<file path="src/rtl/sr_ff_bank.sv">
// Bank of WIDTH set/reset flip-flops with a selectable s=r=1 policy, edge pulses and a conflict
// monitor. Define SR_FF_BANK_FILTER_EN to add a FILT_LEN-cycle deglitch filter on every s/r bit.
module sr_ff_bank #(
    parameter int unsigned      WIDTH         = 8,
    parameter int unsigned      CONFLICT_MODE = 0,
    parameter logic [WIDTH-1:0] RST_VAL       = '0,
    parameter int unsigned      CNT_W         = 8,
    parameter int unsigned      FILT_LEN      = 2
) (
    input  logic             clk,
    input  logic             rst,
    input  logic             en,
    input  logic [WIDTH-1:0] s,
    input  logic [WIDTH-1:0] r,
    input  logic             ld,
    input  logic [WIDTH-1:0] ld_data,
    input  logic             clr_conflict,
    output logic [WIDTH-1:0] q,
    output logic [WIDTH-1:0] rise,
    output logic [WIDTH-1:0] fall,
    output logic             conflict,
    output logic [CNT_W-1:0] conflict_cnt
);

    if (WIDTH < 1 || WIDTH > 64) begin : g_bad_width
        $error("sr_ff_bank: WIDTH must be in 1..64");
    end
    if (CONFLICT_MODE > 3) begin : g_bad_mode
        $error("sr_ff_bank: CONFLICT_MODE must be in 0..3");
    end
    if (CNT_W < 1) begin : g_bad_cnt_w
        $error("sr_ff_bank: CNT_W must be at least 1");
    end
    if (FILT_LEN < 1) begin : g_bad_filt_len
        $error("sr_ff_bank: FILT_LEN must be at least 1");
    end

    localparam logic [CNT_W-1:0] CNT_MAX = {CNT_W{1'b1}};

    logic [WIDTH-1:0] se;
    logic [WIDTH-1:0] re;

`ifdef SR_FF_BANK_FILTER_EN
    // Counter holds how many consecutive clocks raw has differed from filtered, up to FILT_LEN-1.
    localparam int unsigned    FCW      = (FILT_LEN > 1) ? $clog2(FILT_LEN) : 1;
    localparam logic [FCW-1:0] CNT_LAST = FCW'(FILT_LEN - 1);

    // s occupies the low half and r the high half, so both share one filter loop.
    logic [2*WIDTH-1:0] raw;
    logic [2*WIDTH-1:0] filt_q;
    logic [2*WIDTH-1:0] filt_d;
    logic [FCW-1:0]     fcnt_q [2*WIDTH];
    logic [FCW-1:0]     fcnt_d [2*WIDTH];

    assign raw = {r, s};

    always_comb begin
        filt_d = filt_q;
        for (int i = 0; i < 2 * WIDTH; i++) begin
            fcnt_d[i] = '0;
            if (raw[i] != filt_q[i]) begin
                if (fcnt_q[i] == CNT_LAST) begin
                    filt_d[i] = raw[i];
                end else begin
                    fcnt_d[i] = fcnt_q[i] + FCW'(1);
                end
            end
        end
    end

    always_ff @(posedge clk or posedge rst) begin
        if (rst) begin
            filt_q <= '0;
            for (int i = 0; i < 2 * WIDTH; i++) begin
                fcnt_q[i] <= '0;
            end
        end else begin
            filt_q <= filt_d;
            for (int i = 0; i < 2 * WIDTH; i++) begin
                fcnt_q[i] <= fcnt_d[i];
            end
        end
    end

    assign se = filt_q[WIDTH-1:0];
    assign re = filt_q[2*WIDTH-1:WIDTH];
`else
    assign se = s;
    assign re = r;
`endif

    logic [WIDTH-1:0] q_q;
    logic [WIDTH-1:0] q_d;
    logic [WIDTH-1:0] rise_q;
    logic [WIDTH-1:0] rise_d;
    logic [WIDTH-1:0] fall_q;
    logic [WIDTH-1:0] fall_d;
    logic             conflict_q;
    logic             conflict_d;
    logic [CNT_W-1:0] cnt_q;
    logic [CNT_W-1:0] cnt_d;
    logic             cfl_event;

    always_comb begin
        q_d       = q_q;
        cfl_event = 1'b0;
        if (ld) begin
            q_d = ld_data;
        end else if (en) begin
            cfl_event = |(se & re);
            for (int i = 0; i < WIDTH; i++) begin
                unique case ({se[i], re[i]})
                    2'b00: q_d[i] = q_q[i];
                    2'b01: q_d[i] = 1'b0;
                    2'b10: q_d[i] = 1'b1;
                    2'b11: begin
                        case (CONFLICT_MODE)
                            0:       q_d[i] = 1'b0;
                            1:       q_d[i] = 1'b1;
                            2:       q_d[i] = ~q_q[i];
                            default: q_d[i] = q_q[i];
                        endcase
                    end
                    default: q_d[i] = q_q[i];
                endcase
            end
        end

        rise_d = q_d & ~q_q;
        fall_d = ~q_d & q_q;

        conflict_d = conflict_q;
        cnt_d      = cnt_q;
        // A conflict in the same cycle as a clear restarts the count at one rather than zero.
        if (cfl_event) begin
            conflict_d = 1'b1;
            if (clr_conflict) begin
                cnt_d = CNT_W'(1);
            end else if (cnt_q != CNT_MAX) begin
                cnt_d = cnt_q + CNT_W'(1);
            end
        end else if (clr_conflict) begin
            conflict_d = 1'b0;
            cnt_d      = '0;
        end
    end

    always_ff @(posedge clk or posedge rst) begin
        if (rst) begin
            q_q        <= RST_VAL;
            rise_q     <= '0;
            fall_q     <= '0;
            conflict_q <= 1'b0;
            cnt_q      <= '0;
        end else begin
            q_q        <= q_d;
            rise_q     <= rise_d;
            fall_q     <= fall_d;
            conflict_q <= conflict_d;
            cnt_q      <= cnt_d;
        end
    end

    assign q            = q_q;
    assign rise         = rise_q;
    assign fall         = fall_q;
    assign conflict     = conflict_q;
    assign conflict_cnt = cnt_q;

endmodule

</file>
<file path="config.mk">
export PLATFORM = sky130hd
export DESIGN_NAME = sr_ff_bank
export DESIGN_NICKNAME = d
export VERILOG_FILES = /design/src/rtl/sr_ff_bank.sv
export SDC_FILE = /design/constraint.sdc
export NUM_CORES = 1
export LEC_CHECK = 0
export CAP_MARGIN = 15
export CORE_UTILIZATION = 60
export DETAILED_ROUTE_END_ITERATION = 10
export DONT_BUFFER_PORTS = 1
export GPL_ROUTABILITY_DRIVEN = 0
export PLACE_DENSITY = 0.76
export SLEW_MARGIN = 0
export SYNTH_ARGS = -nofsm -noshare
export SYNTH_HDL_FRONTEND = slang
export SYNTH_SLANG_ARGS = --single-unit
</file>
<file path="constraint.sdc">
create_clock -name clk -period 1.8 [get_ports clk]
set_input_delay 0.27 -clock clk [delete_from_list [all_inputs] [get_ports clk]]
set_output_delay 0.27 -clock clk [all_outputs]
set_load 0.05 [all_outputs]
</file>
==> impl_metrics.env, run 1 <==
export IMPL_power_density_nw_per_um2=950
export IMPL_p_sw_mw=0.549
export IMPL_antenna_found_initial=0
export IMPL_whs_path_depth=1
export IMPL_rsz0062_at_grt="no"
export IMPL_diodes=0
export IMPL_dr_pass1_iters=4
export IMPL_die_h_um=51.8
export IMPL_port_buffers=0
export IMPL_cts_tree="built"
export IMPL_finalWirelength_mm=2.82
export IMPL_pre_cts_ws_ns=0.173
export IMPL_coreArea_um2=2280
export IMPL_crit_path_cell_trace="ha_1, nand3_1, nor3_2, nor3b_2, mux2_4"
export IMPL_relSlewSlack_pct=64.8
export IMPL_p_seq_share_pct=66.0
export IMPL_syn2layout_area_growth_pct=11.0
export IMPL_fmax_mhz=605
export IMPL_cp_slowest_stage_delay_ns=0.41
export IMPL_via_count=1115
export IMPL_cts_path_max_buffers=2
export IMPL_finalSetupViolCount=0
export IMPL_design_power_total_mw=1.57
export IMPL_ys_types=35
export IMPL_min_from="clr_conflict"
export IMPL_hold_worst_slack_ns=0.0180
export IMPL_syn_area_um2=1490
export IMPL_skew_ns=0.00753
export IMPL_yosys_warnings=0
export IMPL_synth_fp_nets=163
export IMPL_drt_iter0_drc=23
export IMPL_grt_pass1_wl_mm=4.59
export IMPL_htree_num_levels=2
export IMPL_syn_avg_cell_area_um2=11.2
export IMPL_clock_latency_ns=0.32
export IMPL_nets=176
export IMPL_maxCapViolations=0
export IMPL_internal_power_mw=1.02
export IMPL_path_clk_slew_ns=0.09
export IMPL_ys_flop_type="dfrtp_1"
export IMPL_finalCriticalPeriod_ns=1.65
export IMPL_ant_nets=0
export IMPL_numCtsBuffers=5
export IMPL_ir_worst_vdd_uv=682
export IMPL_hp_class="primary input to flop"
export IMPL_status="completed"
export IMPL_combinationalPowerShare_pct=10.2
export IMPL_r2r_end="conflict_cnt[2]$_DFFE_PP0P_"
export IMPL_slew_viol_final=0
export IMPL_cts_root_buf="clkbuf_4"
export IMPL_arrival_ns=1.86
export IMPL_p_clk_share_pct=23.8
export IMPL_routed_via_density=6.37
export IMPL_ys_seq_area_share_pct=55.6
export IMPL_r2r_start="conflict_cnt[0]$_DFFE_PP0P_"
export IMPL_r2r_setup_slack_ns=0.15
export IMPL_crit_family="simple AND/OR/NAND/NOR gates"
export IMPL_setup_tns_ns=0
export IMPL_path_max_fanout=6
export IMPL_fp_dieArea_um2=2680
export IMPL_grt_max_degree=34
export IMPL_syn_inst=133
export IMPL_die_x_um=51.8
export IMPL_grt_overflow=0
export IMPL_io_pins=62
export IMPL_cts_repair_resized=0
export IMPL_worstSetupPathType="flop to flop"
export IMPL_wl_per_cell_um=16.1
export IMPL_fillCellCount=168
export IMPL_hold_end="conflict_cnt[6]$_DFFE_PP0P_"
export IMPL_period_share_pct=91.9
export IMPL_hold_viol_final=0
export IMPL_critPathRequiredTime_ns=2.00
export IMPL_start_kind="flop"
export IMPL_p_leak_nw=0.743
export IMPL_first_global_vias=1036
export IMPL_ys_ff_latch=33
export IMPL_postSynth_asyncResetShare_pct=100
export IMPL_synth_enable_flop_cells=0
export IMPL_tightest_slew_ns=0.527
export IMPL_drive_gt1_share_pct=18.4
export IMPL_start_util_pct=65.3
export IMPL_cts_num_sinks=33
export IMPL_grt_usage_pct=24.1
export IMPL_remaining_drc_errors=0
export IMPL_row_count=17
export IMPL_switching_share_pct=35.0
export IMPL_critPathCaptureType="flop"
export IMPL_slowest_stage="dfrtp_2"
export IMPL_r2r_cells=5
export IMPL_finalInstanceArea_um2=1650
export IMPL_placed_area_um2=1580
export IMPL_hpwl_mm=2.06
export IMPL_critical_path_buf_inv_count=0
export IMPL_fin_ws_ns=0.146
[registers in the layout, summed over array words and instances, names as in the netlist]
name	count
conflict_cnt	8
conflict	1
q	8
fall	8
rise	8
[what timing repair did]
item | in CTS | in global routing
hold buffers | 2 | 0
endpoints found under the hold margin | 35 | 0
setup buffers | 0 | 0
[synth_stat cells (all sizes together) (2+ instances only)]
master	count	area share, %
dfrtp	33	56
nor2b	20	8.4
a211oi	10	5.1
a21oi	10	3.4
a21o	8	4.0
a22o	4	2.4
nand2	4	1.0
nand3	4	1.3
buf	3	1.2
clkbuf	3	0.76
inv	3	0.76
nor2	3	0.76
nor4	3	1.3
o21ai	3	1.0
nand4	2	0.84
nor3	2	0.67
[worst max path at each step]
stage | from | endpoint | slack, ns | cells past startpoint
global route | conflict_cnt[1]$_DFFE_PP0P_ | conflict_cnt[2]$_DFFE_PP0P_ | 0.03 | 5
finish | conflict_cnt[0]$_DFFE_PP0P_ | conflict_cnt[2]$_DFFE_PP0P_ | 0.15 | 5
detailed placement | conflict_cnt[0]$_DFFE_PP0P_ | conflict_cnt[5]$_DFFE_PP0P_ | 0.17 | 5
global placement | r[1] | conflict_cnt[6]$_DFFE_PP0P_ | 0.22 | 4
CTS | conflict_cnt[1]$_DFFE_PP0P_ | conflict_cnt[2]$_DFFE_PP0P_ | 0.16 | 5
floorplan | conflict_cnt[1]$_DFFE_PP0P_ | conflict_cnt[2]$_DFFE_PP0P_ | 0.1 | 5
[placed cells by master, fill, tap and decap left out, types with 2 or more instances in the layout]
cell,instances
a21o_1,8
a211oi_1,10
nand2_1,4
o21ai_0,3
nand3_1,4
nand4_1,2
clkinv_2,2
a22o_1,4
dlygate4sd3_1,2
inv_1,3
clkbuf_4,5
dfrtp_2,5
a21oi_1,10
dfrtp_1,28
nor2b_1,20
buf_4,10
nor4_1,3
nor2_1,3
[per-stage QoR]
| step | std cells | util (%) |
|---|---|---|
| 6_report | 175 | 72.5 |
| 5_1_grt | 175 | 72.5 |
| 4_1_cts | 175 | 72.5 |
| 3_5_place_dp | 165 | 69.3 |
| 3_3_place_gp | 165 | 69.3 |
| 2_1_floorplan | 133 | - |
[power by group through the flow]
stage / clock (mW) / combinational [mW] / sequential (mW)
finish: 0.373 / 0.160 / 1.03
global route: 0.420 / 0.177 / 1.04
CTS: 0.389 / 0.162 / 1.04
detailed placement: 0 / 0.158 / 1.05
global placement: 0 / 0.151 / 1.05
floorplan: 0 / 0.118 / 1.06
[area by class of cell]
| class | instances | area [um2] | share of cell area, % |
|---|---|---|---|
| sequential | 33 | 832 | 50.5 |
| multi-input combinational | 91 | 624 | 37.9 |
| timing repair buffer | 12 | 95.1 | 5.77 |
| clock buffer | 6 | 41.3 | 2.50 |
| tap | 28 | 35.0 | 2.12 |
| inverter | 3 | 11.3 | 0.683 |
| clock inverter | 2 | 10.0 | 0.607 |
[per-layer routing]
layer | GRT usage, % | vias to the layer above | wire [um]
li1 | - | 523 | -
met1 | 32.0 | 540 | 1260
met2 | 35.9 | 47 | 1350
met3 | 7.31 | 5 | 180
met4 | 11.3 | 0 | 39
met5 | 0 | - | 0
[cells by family after synthesis]
group,count (synthesis),share of synthesized area (%)
flops,33,55.6
buf+inv,9,2.70
fa+ha+maj,1,0.842
compound gates,42,20.7
mux,2,1.68
simple gates,46,18.5
Power figures use the tool's default switching activity.
==> run 2, diff against run 1 <==
- ABC_CLOCK_PERIOD_IN_PS: not set -> 1800
==> results of run 2 <==
The final DEF is identical to that of run 1; final timing and power are the same.
==> run 3, diff against run 2 <==
- CORE_UTILIZATION: 60 -> 61
- CTS_CLUSTER_DIAMETER: not set -> 150
- PLACE_DENSITY: 0.76 -> 0.77
==> run 3 against run 2 <==
Net effect:
- final cell count up 0.57%
- wire length up 6.1%
- clock skew up 0.0013 ns
- utilization up 2.0 points
- power up 3.3%
- combinational power up 4%
- critical endpoint unchanged
- count of clock-buffer cells in the layout up 2
==> impl_metrics.env, run 3 (synthesis gave the netlist of run 1 again) <==
export IMPL_path_max_fanout=6
export IMPL_path_clk_slew_ns=0.09
export IMPL_skew_ns=0.00879
export IMPL_first_global_vias=1041
export IMPL_hp_class="primary input to flop"
export IMPL_fp_dieArea_um2=2640
export IMPL_status="completed"
export IMPL_routed_via_density=6.33
export IMPL_row_count=17
export IMPL_period_share_pct=91.8
export IMPL_port_buffers=0
export IMPL_finalWirelength_mm=3.00
export IMPL_layout_common_cells="dfrtp_1 (28), nor2b_1 (20), a21oi_1 (10), a211oi_1 (10), buf_4 (9)"
export IMPL_drt_iter0_drc=16
export IMPL_hold_worst_slack_ns=0.0535
export IMPL_diodes=0
export IMPL_start_util_pct=65.9
export IMPL_combinationalPowerShare_pct=10.3
export IMPL_critPathCaptureType="flop"
export IMPL_final_common_cell="dfrtp_1"
export IMPL_crit_path_cell_trace="ha_1, nand3_1, nor3_2, nor3b_2, mux2_4"
export IMPL_fmax_mhz=605
export IMPL_internal_power_mw=1.07
export IMPL_switching_share_pct=34.2
export IMPL_cts_path_max_buffers=2
export IMPL_remaining_drc_errors=0
export IMPL_hold_viol_final=0
export IMPL_htree_num_levels=2
export IMPL_grt_pass1_wl_mm=4.54
export IMPL_p_clk_share_pct=25.7
export IMPL_tightest_slew_ns=0.648
export IMPL_cts_setup_buffers=0
export IMPL_wl_per_cell_um=17.0
export IMPL_finalSetupViolCount=0
export IMPL_grt_usage_pct=24.6
export IMPL_top_layer="met4"
export IMPL_ir_worst_vdd_uv=722
export IMPL_placed_area_um2=1590
export IMPL_cts_num_sinks=33
export IMPL_coreArea_um2=2250
export IMPL_clock_latency_ns=0.32
export IMPL_maxCapViolations=0
export IMPL_worstSetupPathType="flop to flop"
export IMPL_antenna_found_initial=0
export IMPL_wl_met3_um=264
export IMPL_numCtsBuffers=5
export IMPL_start_kind="flop"
export IMPL_dr_pass1_iters=4
export IMPL_cts_hold_buf=3
export IMPL_design_power_total_mw=1.62
export IMPL_met2_length_mm=1.47
export IMPL_cp_slowest_stage_delay_ns=0.42
export IMPL_wirelength_met1_mm=1.22
export IMPL_die_x_um=51.3
export IMPL_cts_root_buf="clkbuf_4"
export IMPL_p_seq_share_pct=64.0
export IMPL_grt_max_degree=19
export IMPL_rsz0062_at_grt="no"
export IMPL_syn2layout_area_growth_pct=13.1
export IMPL_setup_tns_ns=0
export IMPL_via_count=1114
export IMPL_drive_gt1_share_pct=17.6
export IMPL_finalInstanceArea_um2=1680
export IMPL_io_pins=62
export IMPL_ant_nets=0
export IMPL_slew_viol_final=0
export IMPL_p_leak_nw=0.752
export IMPL_relSlewSlack_pct=56.8
export IMPL_finalCriticalPeriod_ns=1.65
export IMPL_cts_repair_resized=0
export IMPL_p_sw_mw=0.553
export IMPL_critPathRequiredTime_ns=2.02
export IMPL_hpwl_mm=2.16
export IMPL_slowest_stage="dfrtp_2"
export IMPL_arrival_ns=1.87
export IMPL_die_h_um=51.3
export IMPL_power_density_nw_per_um2=964
export IMPL_cts_tree="built"
export IMPL_nets=177
export IMPL_grt_overflow=0
## run 3: changes by cell type in the layout (fill, tap and decap cells not counted), sizes merged
cell,before,now
dlygate4sd3,2,3
clkinv,2,0
clkbuf,6,8
## run 3: routing by layer
metal | GRT usage (%) | vias up
li1 | - | 519
met1 | 28.5 | 534
met3 | 12.8 | 4
met4 | 9.46 | 0
met5 | 0 | -
met2 | 38.6 | 57
## run 3: worst paths after layout
kind,from,to,slack (ns),cells after the start
max,conflict_cnt[0]$_DFFE_PP0P_,conflict_cnt[2]$_DFFE_PP0P_,0.15,5
min in group asynchronous,rst,rise[1]$_DFF_PP0_,0.46,2
min,clr_conflict,conflict$_DFFE_PP0P_,0.05,1
min reg2reg,conflict_cnt[4]$_DFFE_PP0P_,conflict_cnt[4]$_DFFE_PP0P_,0.55,1
max in group asynchronous,rst,q[6]$_DFF_PP0_,0.81,3
max reg2reg,conflict_cnt[0]$_DFFE_PP0P_,conflict_cnt[2]$_DFFE_PP0P_,0.15,5
## run 3: stage by stage
| step | utilization (%) | setup WS, ns | cells |
|---|---|---|---|
| 2_1_floorplan | - | 0.0966 | 133 |
| 3_3_place_gp | 70.5 | 0.248 | 165 |
| 3_5_place_dp | 70.5 | 0.183 | 165 |
| 4_1_cts | 74.5 | 0.164 | 176 |
| 5_1_grt | 74.5 | 0.0160 | 176 |
| 6_report | 74.5 | 0.147 | 176 |
## run 3: power groups by stage
stage | registers, mW | logic [mW] | clock network [mW]
finish | 1.04 | 0.166 | 0.417
global route | 1.05 | 0.182 | 0.467
CTS | 1.04 | 0.168 | 0.431
detailed placement | 1.05 | 0.162 | 0
global placement | 1.05 | 0.154 | 0
floorplan | 1.06 | 0.118 | 0
## run 3: area by class of cell
type	instances	area, um2
Clock buffer	8	58.8
Fill cell	169	576
Tap cell	28	35.0
Inverter	3	11.3
Timing Repair Buffer	13	118
Multi-Input combinational cell	91	624
Sequential cell	33	832
## run 3: critical path, delay by kind of cell (launching register included)
kind	cells	cell delay (ns)
mux	1	0.30
fa+ha+maj	1	0.20
flops	1	0.42
simple gates	3	0.62
